## config.mk

```make
export PLATFORM = sky130hd
export DESIGN_NAME = packet_loader_pipe_flat
export DESIGN_NICKNAME = d
export VERILOG_FILES = /design/src/rtl/packet_loader_pipe_if.sv /design/src/rtl/packet_loader_pipe.sv /design/src/flat_wrapper.sv
export SDC_FILE = /design/constraint.sdc
export NUM_CORES = 1
export LEC_CHECK = 0
export ABC_AREA = 1
export BUFFER_PORTS_ARGS = -buffer_cell sky130_fd_sc_hd__buf_4
export CORE_UTILIZATION = 45
export CTS_CLUSTER_DIAMETER = 100
export DETAILED_ROUTE_END_ITERATION = 16
export PLACE_DENSITY = 0.73
export SYNTH_ARGS = -nofsm -noshare
export SYNTH_HDL_FRONTEND = slang
export SYNTH_SLANG_ARGS = --single-unit
```

## constraint.sdc

```tcl
create_clock -name CLK -period 2.92 [get_ports CLK]
set_input_delay 0.146 -clock CLK [delete_from_list [all_inputs] [get_ports CLK]]
set_output_delay 0.146 -clock CLK [all_outputs]
set_load 0.01 [all_outputs]
```

## src/rtl/packet_loader_pipe_if.sv

```systemverilog
// Handshake bundle between the packet loader, its request source, the
// memory controller and the packet consumers. The loader uses "master".
interface packet_loader_pipe_if #(
  parameter int PR_WIDTH     = 64,
  parameter int WORD_WIDTH   = 32,
  parameter int PACKET_WIDTH = 175,
  parameter int NUM_DEST     = 3
);
  logic                    RECEIVE_PR_VALID;
  logic [PR_WIDTH-1:0]     RECEIVE_PR_DATA;
  logic                    RECEIVE_PR_READY;

  logic                    MEM_SEND_ADDR_VALID;
  logic [31:0]             MEM_SEND_ADDR;
  logic                    MEM_SEND_READY;
  logic                    MEM_SEND_DATA_VALID;
  logic [WORD_WIDTH-1:0]   MEM_SEND_DATA;

  logic                    MEM_RECEIVE_VALID;
  logic [WORD_WIDTH-1:0]   MEM_RECEIVE_DATA;
  logic                    MEM_RECEIVE_READY;

  logic [NUM_DEST-1:0]     SEND_PC_VALID;
  logic [PACKET_WIDTH-1:0] SEND_PC_DATA;
  logic [NUM_DEST-1:0]     SEND_PC_READY;

  logic                    DROP;

  modport master (
    input  RECEIVE_PR_VALID, RECEIVE_PR_DATA,
    output RECEIVE_PR_READY,
    output MEM_SEND_ADDR_VALID, MEM_SEND_ADDR,
    input  MEM_SEND_READY,
    output MEM_SEND_DATA_VALID, MEM_SEND_DATA,
    input  MEM_RECEIVE_VALID, MEM_RECEIVE_DATA,
    output MEM_RECEIVE_READY,
    output SEND_PC_VALID, SEND_PC_DATA,
    input  SEND_PC_READY,
    output DROP
  );

  modport slave (
    output RECEIVE_PR_VALID, RECEIVE_PR_DATA,
    input  RECEIVE_PR_READY,
    input  MEM_SEND_ADDR_VALID, MEM_SEND_ADDR,
    output MEM_SEND_READY,
    input  MEM_SEND_DATA_VALID, MEM_SEND_DATA,
    output MEM_RECEIVE_VALID, MEM_RECEIVE_DATA,
    input  MEM_RECEIVE_READY,
    input  SEND_PC_VALID, SEND_PC_DATA,
    output SEND_PC_READY,
    input  DROP
  );
endinterface

```

## src/rtl/packet_loader_pipe.sv

```systemverilog
// Packet loader: takes a packet request, fetches the packet image as a burst
// of in-order word reads with a bounded number in flight, inserts the request
// tag in the packet LSBs and routes the packet to the consumer selected by its
// opmode. Packets whose opmode maps to no consumer are dropped with a pulse.
module packet_loader_pipe #(
  parameter int PR_WIDTH        = 64,
  parameter int PR_ADDR_LSB     = 0,
  parameter int PR_TAG_LSB      = 32,
  parameter int TAG_WIDTH       = 15,
  parameter int PACKET_WIDTH    = 175,
  parameter int WORD_WIDTH      = 32,
  parameter int MAX_OUTSTANDING = 4,
  parameter int NUM_DEST        = 3,
  parameter int OPMODE_LSB      = 170,
  parameter int OPMODE_WIDTH    = 4,
  parameter logic [NUM_DEST*OPMODE_WIDTH-1:0] DEST_CODES = {4'd3, 4'd2, 4'd1}
) (
  input  logic        CLK,
  input  logic        RST_N,
  input  logic [31:0] OPADDR,
  packet_loader_pipe_if.master bus
);

  // Memory-fetched part of the packet sits above the tag.
  localparam int DATA_BITS = PACKET_WIDTH - TAG_WIDTH;
  localparam int W         = (DATA_BITS + WORD_WIDTH - 1) / WORD_WIDTH;
  localparam int CW        = $clog2(W + 1);
  localparam int BYTES     = WORD_WIDTH / 8;

  localparam logic [1:0] S_IDLE  = 2'd0;
  localparam logic [1:0] S_FETCH = 2'd1;
  localparam logic [1:0] S_SEND  = 2'd2;

  logic [1:0]           r_state;
  logic [TAG_WIDTH-1:0] r_tag;
  logic [DATA_BITS-1:0] r_data;
  logic [CW-1:0]        r_issued;
  logic [CW-1:0]        r_received;
  logic                 r_prReady;
  logic                 r_addrValid;
  logic [31:0]          r_addr;
  logic [NUM_DEST-1:0]  r_pcValid;
  logic                 r_drop;

  logic                    w_addrFire;
  logic                    w_beat;
  logic                    w_lastBeat;
  logic [CW-1:0]           w_issuedNext;
  logic [CW-1:0]           w_receivedNext;
  logic [CW-1:0]           w_outNext;
  logic                    w_addrValidNext;
  logic [DATA_BITS-1:0]    w_slot [W];
  logic [DATA_BITS-1:0]    w_beatSlot;
  logic [DATA_BITS-1:0]    w_dataNext;
  logic [OPMODE_WIDTH-1:0] w_opmode;
  logic                    w_hit;
  logic [NUM_DEST-1:0]     w_destOneHot;
  logic                    w_unusedReq;

  // Only the address and tag fields of the request are consumed.
  assign w_unusedReq = ^bus.RECEIVE_PR_DATA;

  assign w_addrFire = r_addrValid & bus.MEM_SEND_READY;
  assign w_beat     = (r_state == S_FETCH) & bus.MEM_RECEIVE_VALID & (int'(r_received) < W);
  assign w_lastBeat = w_beat & (int'(r_received) == W - 1);

  // Counters are updated net so a slot freed by a beat this cycle can be
  // reused by the address issued at the next edge.
  assign w_issuedNext    = r_issued + CW'(w_addrFire);
  assign w_receivedNext  = r_received + CW'(w_beat);
  assign w_outNext       = w_issuedNext - w_receivedNext;
  assign w_addrValidNext = (int'(w_issuedNext) < W) && (int'(w_outNext) < MAX_OUTSTANDING);

  // Word k lands top-aligned below the previous word; the final word may be
  // clipped at the tag boundary, in which case only its LSBs are kept.
  for (genvar k = 0; k < W; k++) begin : g_slot
    localparam int HI  = DATA_BITS - 1 - k * WORD_WIDTH;
    localparam int LO  = (HI - WORD_WIDTH + 1 > 0) ? (HI - WORD_WIDTH + 1) : 0;
    localparam int LEN = HI - LO + 1;
    assign w_slot[k] = DATA_BITS'(bus.MEM_RECEIVE_DATA[LEN-1:0]) << LO;
  end

  // Pick the placement of the word currently being received.
  always_comb begin
    w_beatSlot = '0;
    for (int k = 0; k < W; k++) begin
      if (int'(r_received) == k) w_beatSlot = w_slot[k];
    end
  end

  // The packet register is cleared at request time, so OR-ing words in is enough.
  assign w_dataNext = r_data | w_beatSlot;
  assign w_opmode   = w_dataNext[OPMODE_LSB-TAG_WIDTH +: OPMODE_WIDTH];

  // Match the opmode against every channel; scanning downwards lets the lowest
  // index win when several channels share a code.
  always_comb begin
    w_hit        = 1'b0;
    w_destOneHot = '0;
    for (int i = NUM_DEST - 1; i >= 0; i--) begin
      if (DEST_CODES[i*OPMODE_WIDTH +: OPMODE_WIDTH] == w_opmode) begin
        w_hit           = 1'b1;
        w_destOneHot    = '0;
        w_destOneHot[i] = 1'b1;
      end
    end
  end

  // Main control: request capture, burst fetch with in-flight limit, routing.
  always_ff @(posedge CLK) begin
    if (!RST_N) begin
      r_state     <= S_IDLE;
      r_tag       <= '0;
      r_data      <= '0;
      r_issued    <= '0;
      r_received  <= '0;
      r_prReady   <= 1'b0;
      r_addrValid <= 1'b0;
      r_addr      <= '0;
      r_pcValid   <= '0;
      r_drop      <= 1'b0;
    end else begin
      r_drop <= 1'b0;
      case (r_state)
        S_IDLE: begin
          if (r_prReady && bus.RECEIVE_PR_VALID) begin
            r_state     <= S_FETCH;
            r_prReady   <= 1'b0;
            r_tag       <= bus.RECEIVE_PR_DATA[PR_TAG_LSB +: TAG_WIDTH];
            r_data      <= '0;
            r_issued    <= '0;
            r_received  <= '0;
            r_addrValid <= 1'b1;
            r_addr      <= OPADDR + bus.RECEIVE_PR_DATA[PR_ADDR_LSB +: 32];
          end else begin
            r_prReady <= 1'b1;
          end
        end
        S_FETCH: begin
          r_issued   <= w_issuedNext;
          r_received <= w_receivedNext;
          if (w_beat) r_data <= w_dataNext;
          if (w_addrFire) r_addr <= r_addr + 32'(BYTES);
          if (w_lastBeat) begin
            r_addrValid <= 1'b0;
            if (w_hit) begin
              r_state   <= S_SEND;
              r_pcValid <= w_destOneHot;
            end else begin
              r_state <= S_IDLE;
              r_drop  <= 1'b1;
            end
          end else begin
            r_addrValid <= w_addrValidNext;
          end
        end
        S_SEND: begin
          if (|(r_pcValid & bus.SEND_PC_READY)) begin
            r_state   <= S_IDLE;
            r_pcValid <= '0;
            r_prReady <= 1'b1;
          end
        end
        default: r_state <= S_IDLE;
      endcase
    end
  end

  assign bus.RECEIVE_PR_READY    = r_prReady;
  assign bus.MEM_SEND_ADDR_VALID = r_addrValid;
  assign bus.MEM_SEND_ADDR       = r_addr;
  assign bus.MEM_SEND_DATA_VALID = 1'b0;
  assign bus.MEM_SEND_DATA       = '0;
  assign bus.MEM_RECEIVE_READY   = 1'b1;
  assign bus.SEND_PC_VALID       = r_pcValid;
  assign bus.SEND_PC_DATA        = {r_data, r_tag};
  assign bus.DROP                = r_drop;

endmodule

```

## src/flat_wrapper.sv

```systemverilog
// flat-port wrapper written by rule: the top's interface ports become plain ports
module packet_loader_pipe_flat 
#(
  parameter int PR_WIDTH        = 64,
  parameter int PR_ADDR_LSB     = 0,
  parameter int PR_TAG_LSB      = 32,
  parameter int TAG_WIDTH       = 15,
  parameter int PACKET_WIDTH    = 175,
  parameter int WORD_WIDTH      = 32,
  parameter int MAX_OUTSTANDING = 4,
  parameter int NUM_DEST        = 3,
  parameter int OPMODE_LSB      = 170,
  parameter int OPMODE_WIDTH    = 4,
  parameter logic [NUM_DEST*OPMODE_WIDTH-1:0] DEST_CODES = {4'd3, 4'd2, 4'd1}
)
  (CLK, RST_N, OPADDR, bus_RECEIVE_PR_VALID, bus_RECEIVE_PR_DATA, bus_RECEIVE_PR_READY, bus_MEM_SEND_ADDR_VALID, bus_MEM_SEND_ADDR, bus_MEM_SEND_READY, bus_MEM_SEND_DATA_VALID, bus_MEM_SEND_DATA, bus_MEM_RECEIVE_VALID, bus_MEM_RECEIVE_DATA, bus_MEM_RECEIVE_READY, bus_SEND_PC_VALID, bus_SEND_PC_DATA, bus_SEND_PC_READY, bus_DROP);
  packet_loader_pipe_if #(.PR_WIDTH(PR_WIDTH), .WORD_WIDTH(WORD_WIDTH), .PACKET_WIDTH(PACKET_WIDTH), .NUM_DEST(NUM_DEST)) bus_i ();
  input  logic CLK;
  input  logic RST_N;
  input  logic [31:0] OPADDR;
  input wire logic [$bits(bus_i.RECEIVE_PR_VALID)-1:0] bus_RECEIVE_PR_VALID;
  input wire logic [$bits(bus_i.RECEIVE_PR_DATA)-1:0] bus_RECEIVE_PR_DATA;
  output wire logic [$bits(bus_i.RECEIVE_PR_READY)-1:0] bus_RECEIVE_PR_READY;
  output wire logic [$bits(bus_i.MEM_SEND_ADDR_VALID)-1:0] bus_MEM_SEND_ADDR_VALID;
  output wire logic [$bits(bus_i.MEM_SEND_ADDR)-1:0] bus_MEM_SEND_ADDR;
  input wire logic [$bits(bus_i.MEM_SEND_READY)-1:0] bus_MEM_SEND_READY;
  output wire logic [$bits(bus_i.MEM_SEND_DATA_VALID)-1:0] bus_MEM_SEND_DATA_VALID;
  output wire logic [$bits(bus_i.MEM_SEND_DATA)-1:0] bus_MEM_SEND_DATA;
  input wire logic [$bits(bus_i.MEM_RECEIVE_VALID)-1:0] bus_MEM_RECEIVE_VALID;
  input wire logic [$bits(bus_i.MEM_RECEIVE_DATA)-1:0] bus_MEM_RECEIVE_DATA;
  output wire logic [$bits(bus_i.MEM_RECEIVE_READY)-1:0] bus_MEM_RECEIVE_READY;
  output wire logic [$bits(bus_i.SEND_PC_VALID)-1:0] bus_SEND_PC_VALID;
  output wire logic [$bits(bus_i.SEND_PC_DATA)-1:0] bus_SEND_PC_DATA;
  input wire logic [$bits(bus_i.SEND_PC_READY)-1:0] bus_SEND_PC_READY;
  output wire logic [$bits(bus_i.DROP)-1:0] bus_DROP;
  assign bus_i.RECEIVE_PR_VALID = bus_RECEIVE_PR_VALID;
  assign bus_i.RECEIVE_PR_DATA = bus_RECEIVE_PR_DATA;
  assign bus_RECEIVE_PR_READY = bus_i.RECEIVE_PR_READY;
  assign bus_MEM_SEND_ADDR_VALID = bus_i.MEM_SEND_ADDR_VALID;
  assign bus_MEM_SEND_ADDR = bus_i.MEM_SEND_ADDR;
  assign bus_i.MEM_SEND_READY = bus_MEM_SEND_READY;
  assign bus_MEM_SEND_DATA_VALID = bus_i.MEM_SEND_DATA_VALID;
  assign bus_MEM_SEND_DATA = bus_i.MEM_SEND_DATA;
  assign bus_i.MEM_RECEIVE_VALID = bus_MEM_RECEIVE_VALID;
  assign bus_i.MEM_RECEIVE_DATA = bus_MEM_RECEIVE_DATA;
  assign bus_MEM_RECEIVE_READY = bus_i.MEM_RECEIVE_READY;
  assign bus_SEND_PC_VALID = bus_i.SEND_PC_VALID;
  assign bus_SEND_PC_DATA = bus_i.SEND_PC_DATA;
  assign bus_i.SEND_PC_READY = bus_SEND_PC_READY;
  assign bus_DROP = bus_i.DROP;
  packet_loader_pipe #(.PR_WIDTH(PR_WIDTH), .PR_ADDR_LSB(PR_ADDR_LSB), .PR_TAG_LSB(PR_TAG_LSB), .TAG_WIDTH(TAG_WIDTH), .PACKET_WIDTH(PACKET_WIDTH), .WORD_WIDTH(WORD_WIDTH), .MAX_OUTSTANDING(MAX_OUTSTANDING), .NUM_DEST(NUM_DEST), .OPMODE_LSB(OPMODE_LSB), .OPMODE_WIDTH(OPMODE_WIDTH), .DEST_CODES(DEST_CODES)) u_core (.CLK(CLK), .RST_N(RST_N), .OPADDR(OPADDR), .bus(bus_i));
endmodule
```

## Word level (Yosys, flattened, before mapping)

Index checks and enable logic that the tools add are counted.

- Equal/unequal tests: 15
- $mul: 0
- Shift-type cells: 0
- Divide/modulo/power cells: 0
- Multiplexer cells: 36
- Reduce and logical (&&, ||, !) cells: 16
- Order comparisons: 3
- Bitwise logic cells: 6
- Add/sub/neg operators: 5

Operators by type and width:

| kind | number |
|---|---|
| $mux W160 | 7 |
| $pmux W160 S2 | 1 |
| $or A160 B160 Y160 | 1 |
| $mux W32 | 2 |
| $pmux W32 S2 | 1 |
| $add A32 B3 Y32 const B | 1 |
| $add A32 B32 Y32 | 1 |
| $mux W3 | 7 |
| $pmux W3 S2 | 3 |
| $ne A2 B1 Y1 const B | 6 |
| $reduce_and A3 Y1 | 4 |
| $eq A3 B3 Y1 const B | 3 |
| $lt A3 B3 Y1 const B | 3 |
| $eq A2 B4 Y1 const A | 2 |
| $mux W1 | 8 |
| $mux W2 | 4 |
| $add A3 B1 Y3 | 2 |
| $pmux W2 S3 | 1 |
| $reduce_and A2 Y1 | 3 |
| $reduce_bool A2 Y1 | 3 |
| $and A1 B1 Y1 | 4 |
| $eq A1 B4 Y1 const A | 1 |
| $pmux W1 S2 | 2 |
| $reduce_and A4 Y1 | 1 |
| 9 further kinds | 10 |

- Bits in latches: 0
- Memories: 0
- Bits in writable memories: 0
- Flip-flop bits (word level): 221
- Memory bits (read-only): 0

## Logic depth before layout (Yosys ltp)

- Depth after elaboration: 14
- Depth in mapped cells: 14
- Gate-level depth less buffers: 14

## Worst setup path after synthesis

Ideal clock, no wire load.

- Path type: reg2reg
- From: register u_core.r_state[0]
- To: register u_core.r_addrValid, in the netlist u_core.bus.MEM_SEND_ADDR_VALID
- Clock period less this slack: 2050 ps
- Library setup time: 131 ps
- Data arrival time: 1919 ps
- Path buffers: 0
- Setup slack: 870 ps
- Stages on the path, launching flop included: 14
- Path through: dfxtp_1 -> inv_2 -> nor2_4 -> inv_2 -> a211oi_4 -> ha_1 -> ha_1 -> inv_1 -> ha_1 -> o21ai_0 -> nand2_1 -> xor2_1 -> o21ai_0 -> o22ai_1

- Cells in the longest elaborated chain, start to end: 9
- Elaborated cells between the ends (all ways): 14

Ends and longest elaborated chain:

| element | RTL line | source |
|---|---|---|
| start, declared | packet_loader_pipe.sv:34 | `logic [1:0] r_state;` |
| start signal, assigned | packet_loader_pipe.sv:112 | `r_state <= S_IDLE;` |
| start signal, assigned | packet_loader_pipe.sv:127 | `r_state <= S_FETCH;` |
| start signal, assigned | packet_loader_pipe.sv:147 | `r_state <= S_SEND;` |
| $eq A2 B1 Y1 | packet_loader_pipe.sv:64, packet_loader_pipe.sv:124 |  |
| $and A1 B1 Y1 (2 in a row) | packet_loader_pipe.sv:64 | `assign w_beat = (r_state == S_FETCH) & bus.MEM_RECEIVE_VALID & (int'(r_received) < W);` |
| $add A3 B1 Y3 | packet_loader_pipe.sv:70 | `assign w_receivedNext = r_received + CW'(w_beat);` |
| $sub A3 B3 Y3 | packet_loader_pipe.sv:71 | `assign w_outNext = w_issuedNext - w_receivedNext;` |
| $lt A3 B3 Y1 | packet_loader_pipe.sv:72 | `assign w_addrValidNext = (int'(w_issuedNext) < W) && (int'(w_outNext) < MAX_OUTSTANDING);` |
| $logic_and A1 B1 Y1 | packet_loader_pipe.sv:72 |  |
| $mux W1 | packet_loader_pipe.sv:144 | `if (w_lastBeat) begin` |
| $pmux W1 S2 | packet_loader_pipe.sv:124 | `case (r_state)` |
| end signal, assigned | packet_loader_pipe.sv:154 | `r_addrValid <= w_addrValidNext;` |
| end, declared | packet_loader_pipe.sv:40 | `logic r_addrValid;` |

Parallel ways exist; a longest one is shown, timed or not.
A chain may end at the register's enable or synchronous reset.

## Worst setup path in the final report

- From: register u_core.r_received[1]
- To: register u_core.r_addrValid, in the netlist u_core.bus.MEM_SEND_ADDR_VALID

- Cells in the longest elaborated chain, start to end: 8
- Elaborated cells between the ends (all ways): 10

Ends and longest elaborated chain:

| element | RTL line | source |
|---|---|---|
| start, declared | packet_loader_pipe.sv:38 | `logic [CW-1:0] r_received;` |
| start signal, assigned | packet_loader_pipe.sv:141 | `r_received <= w_receivedNext;` |
| $lt A3 B3 Y1 | packet_loader_pipe.sv:64 |  |
| $and A1 B1 Y1 | packet_loader_pipe.sv:64 |  |
| $add A3 B1 Y3 | packet_loader_pipe.sv:70 |  |
| $sub A3 B3 Y3 | packet_loader_pipe.sv:71 |  |
| $lt A3 B3 Y1 | packet_loader_pipe.sv:72 |  |
| $logic_and A1 B1 Y1 | packet_loader_pipe.sv:72 |  |
| $mux W1 * | packet_loader_pipe.sv:144 |  |
| $pmux W1 S2 * | packet_loader_pipe.sv:124 |  |

Mark *: on every way between the ends. The rest lies on a longest branch, timed or not.

==> run summary <==
Sink Count = 221
status = finished, final reports clean
Max Slew Vio Count = 0
Final Util = 0.608
Finished Layout Cells = 2273
ant diodes = 0
critical path class = reg -> reg
CP top delay family = adder cells
# IOs = 383
static leakage = 7.26 nW
DPL Wire Length = 26.0 mm
R2R depth = 12
Critical Path Start Type = flop
Req. time, crit path = 3.31 ns
hold depth = 5
WL final = 35.3 mm
Cells after Synth = 1601
Initial DRC Count = 726
most used cell, CP = ha_1
clock root buffer = clkbuf_16
commonest non-fill, non-tap cells in the layout = buf_4, nor2_1, nand2_1
Min-Delay Endpoint = u_core.r_data[14]
Max Cap Violations = 0
final hold vios = 0
Ys Warns = 0
total CTS buffers = 23
setup TNS = 0 ns
CP Capture Type = flop
CP max-delay cell = dfxtp_1
critical hold path startpoint = bus_MEM_RECEIVE_DATA[14]
clk buf depth = 3
Core Area = 24200 um2
gr ovfl total = 0
via/cell ratio = 5.07
clk_lat worst skew = 0.52 ns
Syn-to-layout area delta = 33.2%
RSZ-0062 raised after global routing = false
final number of setup-violating endpoints = 0
critical path, cell by cell = inv_2 > nand2_4 > a211oi_4 > ha_1 > ha_1 > inv_1 > ha_1 > o21ai_0 > nand2_1 > xor2_1 > o21ai_0 > o22ai_1
Worst R2R Start = u_core.r_received[1]
DR DRC count = 0
R2R Path End = u_core.bus.MEM_SEND_ADDR_VALID
Final min period = 2.31 ns
DRT Pass-1 Iters = 5
GR Util All Layers = 0.268
setup bufs post-CTS = 0
post-synth top area share = 0.399
post-synth top area cell = dfxtp_1
Hold-fix buffers, CTS = 20
Mapped Area = 11100 um2
vias in the first global route = 10700
Detail Route Antenna Nets = 0
die area = 25200 um2
register bit total from synthesis = 221
Rel. slew slack = 0.598
WL/cell = 15.5 um
FP Rows = 57
Power Total = 8.17 mW
Max Clk Rate = 433 MHz
routability cong. = 0.941
fraction of layout cells with a size suffix above 1 = 0.230
Hold Slack = 0.0453 ns
initial core utilization = 0.457
H-tree Lvls = 1
CP Buf/Inv Count = 2
VDD IR max = 438 uV
chip width = 159 um
cell area power density = 554 nW/um2
crit path DAT = 2.70 ns
syn_area_per_cell = 6.92 um2
I/O Buffers = 331
Post-Place Cells = 2213
register area share after synthesis = 0.399
R2R Setup Slk = 0.61 ns
most common cell after layout, fill and taps aside = buf_4
Reg clk slew, reported paths = 0.06 ns
CTS tree = done
largest net degree at the start of global routing = 51
Worst Hold Class = in -> reg
Die Ht = 159 um
Setup Skew = 0.00715 ns
Layout Nets = 2108
Synth cell types = 46
vias = 11500
Post-CTS Resized = 0
worst-margin pin slew = 0.602 ns
crit share post-route = 0.791
CP max stage delay = 0.34 ns
synth top area cells = dfxtp_1, a21oi_1, nor2_1
crit-path max FO = 4
global-route wire length before repair = 55.4 mm
antenna violations before repair = 0
-- worst reg2reg max path, stage by stage (launching register included) --
cell,delay (ns)
dfxtp_1,0.34
inv_2,0.13
nand2_4,0.12
a211oi_4,0.29
ha_1,0.20
ha_1,0.22
inv_1,0.08
ha_1,0.23
o21ai_0,0.07
nand2_1,0.08
xor2_1,0.16
o21ai_0,0.16
o22ai_1,0.10
-- per-layer routing --
metal / share of wire / up-vias / global-route usage / routed length [um]
li1: - / 5752 / - / -
met1: 0.42 / 5282 / 0.336 / 14900
met2: 0.47 / 418 / 0.453 / 16500
met3: 0.076 / 81 / 0.0569 / 2690
met4: 0.034 / 0 / 0.0962 / 1220
met5: 0 / - / 0 / 0
-- stage by stage --
stage	area (um2)	worst slack (ns)
CTS	14800	0.620
detailed placement	13800	0.660
floorplan	11200	0.870
finish	14800	0.611
global placement	13800	0.688
global route	14800	0.469
-- cells in the mapped netlist, drive strengths merged --
library cell,number
a211oi,1
a21o,1
a21oi,236
a22oi,2
a31oi,6
and3,1
buf,62
clkbuf,30
conb,2
dfxtp,221
fa,1
ha,37
inv,180
nand2,280
nand3,66
nand3b,13
nand4,15
nor2,315
nor3,21
nor4,3
o211ai,4
o21a,1
o21ai,67
o21bai,6
o221ai,1
o22ai,1
o31a,1
o32ai,3
or2,6
xnor2,6
xor2,12
-- worst max path at each step --
stage | start | to | slack, ns | cells past startpoint
6_report | u_core.r_received[1] | u_core.bus.MEM_SEND_ADDR_VALID | 0.61 | 12
3_3_place_gp | u_core.r_received[1] | u_core.bus.MEM_SEND_ADDR_VALID | 0.69 | 12
2_1_floorplan | u_core.r_state[0] | u_core.bus.MEM_SEND_ADDR_VALID | 0.87 | 13
5_1_grt | u_core.r_received[1] | u_core.bus.MEM_SEND_ADDR_VALID | 0.47 | 12
4_1_cts | u_core.r_received[1] | u_core.bus.MEM_SEND_ADDR_VALID | 0.62 | 12
3_5_place_dp | u_core.r_received[1] | u_core.bus.MEM_SEND_ADDR_VALID | 0.66 | 12
-- cell type report --
cell class,instances,area [um2]
Fill cell,2214,9500
Multi-Input combinational cell,1140,5600
Sequential cell,221,4420
Timing Repair Buffer,368,2860
Inverter,180,678
Clock buffer,32,649
Tap cell,324,405
Clock inverter,8,133
-- power breakdown --
group	internal, mW	leakage [nW]	switching [mW]	total, mW
clock	1.82	0.382	1.22	3.04
sequential	3.17	1.79	0.169	3.34
combinational	0.698	5.09	1.09	1.79
total	5.69	7.26	2.47	8.17
-- state kept, by name (all words and copies together), names as in the netlist --
| signal | cells |
|---|---|
| u_core.r_tag | 15 |
| u_core.r_received | 3 |
| u_core.bus.SEND_PC_VALID | 3 |
| u_core.r_data | 160 |
| u_core.bus.MEM_SEND_ADDR | 32 |
| u_core.bus.RECEIVE_PR_READY | 1 |
| u_core.bus.DROP | 1 |
| u_core.r_state | 2 |
| u_core.bus.MEM_SEND_ADDR_VALID | 1 |
| u_core.r_issued | 3 |
-- logic make-up after synthesis --
group	Yosys count	share of synthesized area
simple gates	720	0.277
compound gates	330	0.157
buf+inv	272	0.108
flops	221	0.399
fa+ha+maj	38	0.0436
xor+xnor	18	0.0142
other cells	2	0.000678
(Power assumes the default switching activity.)
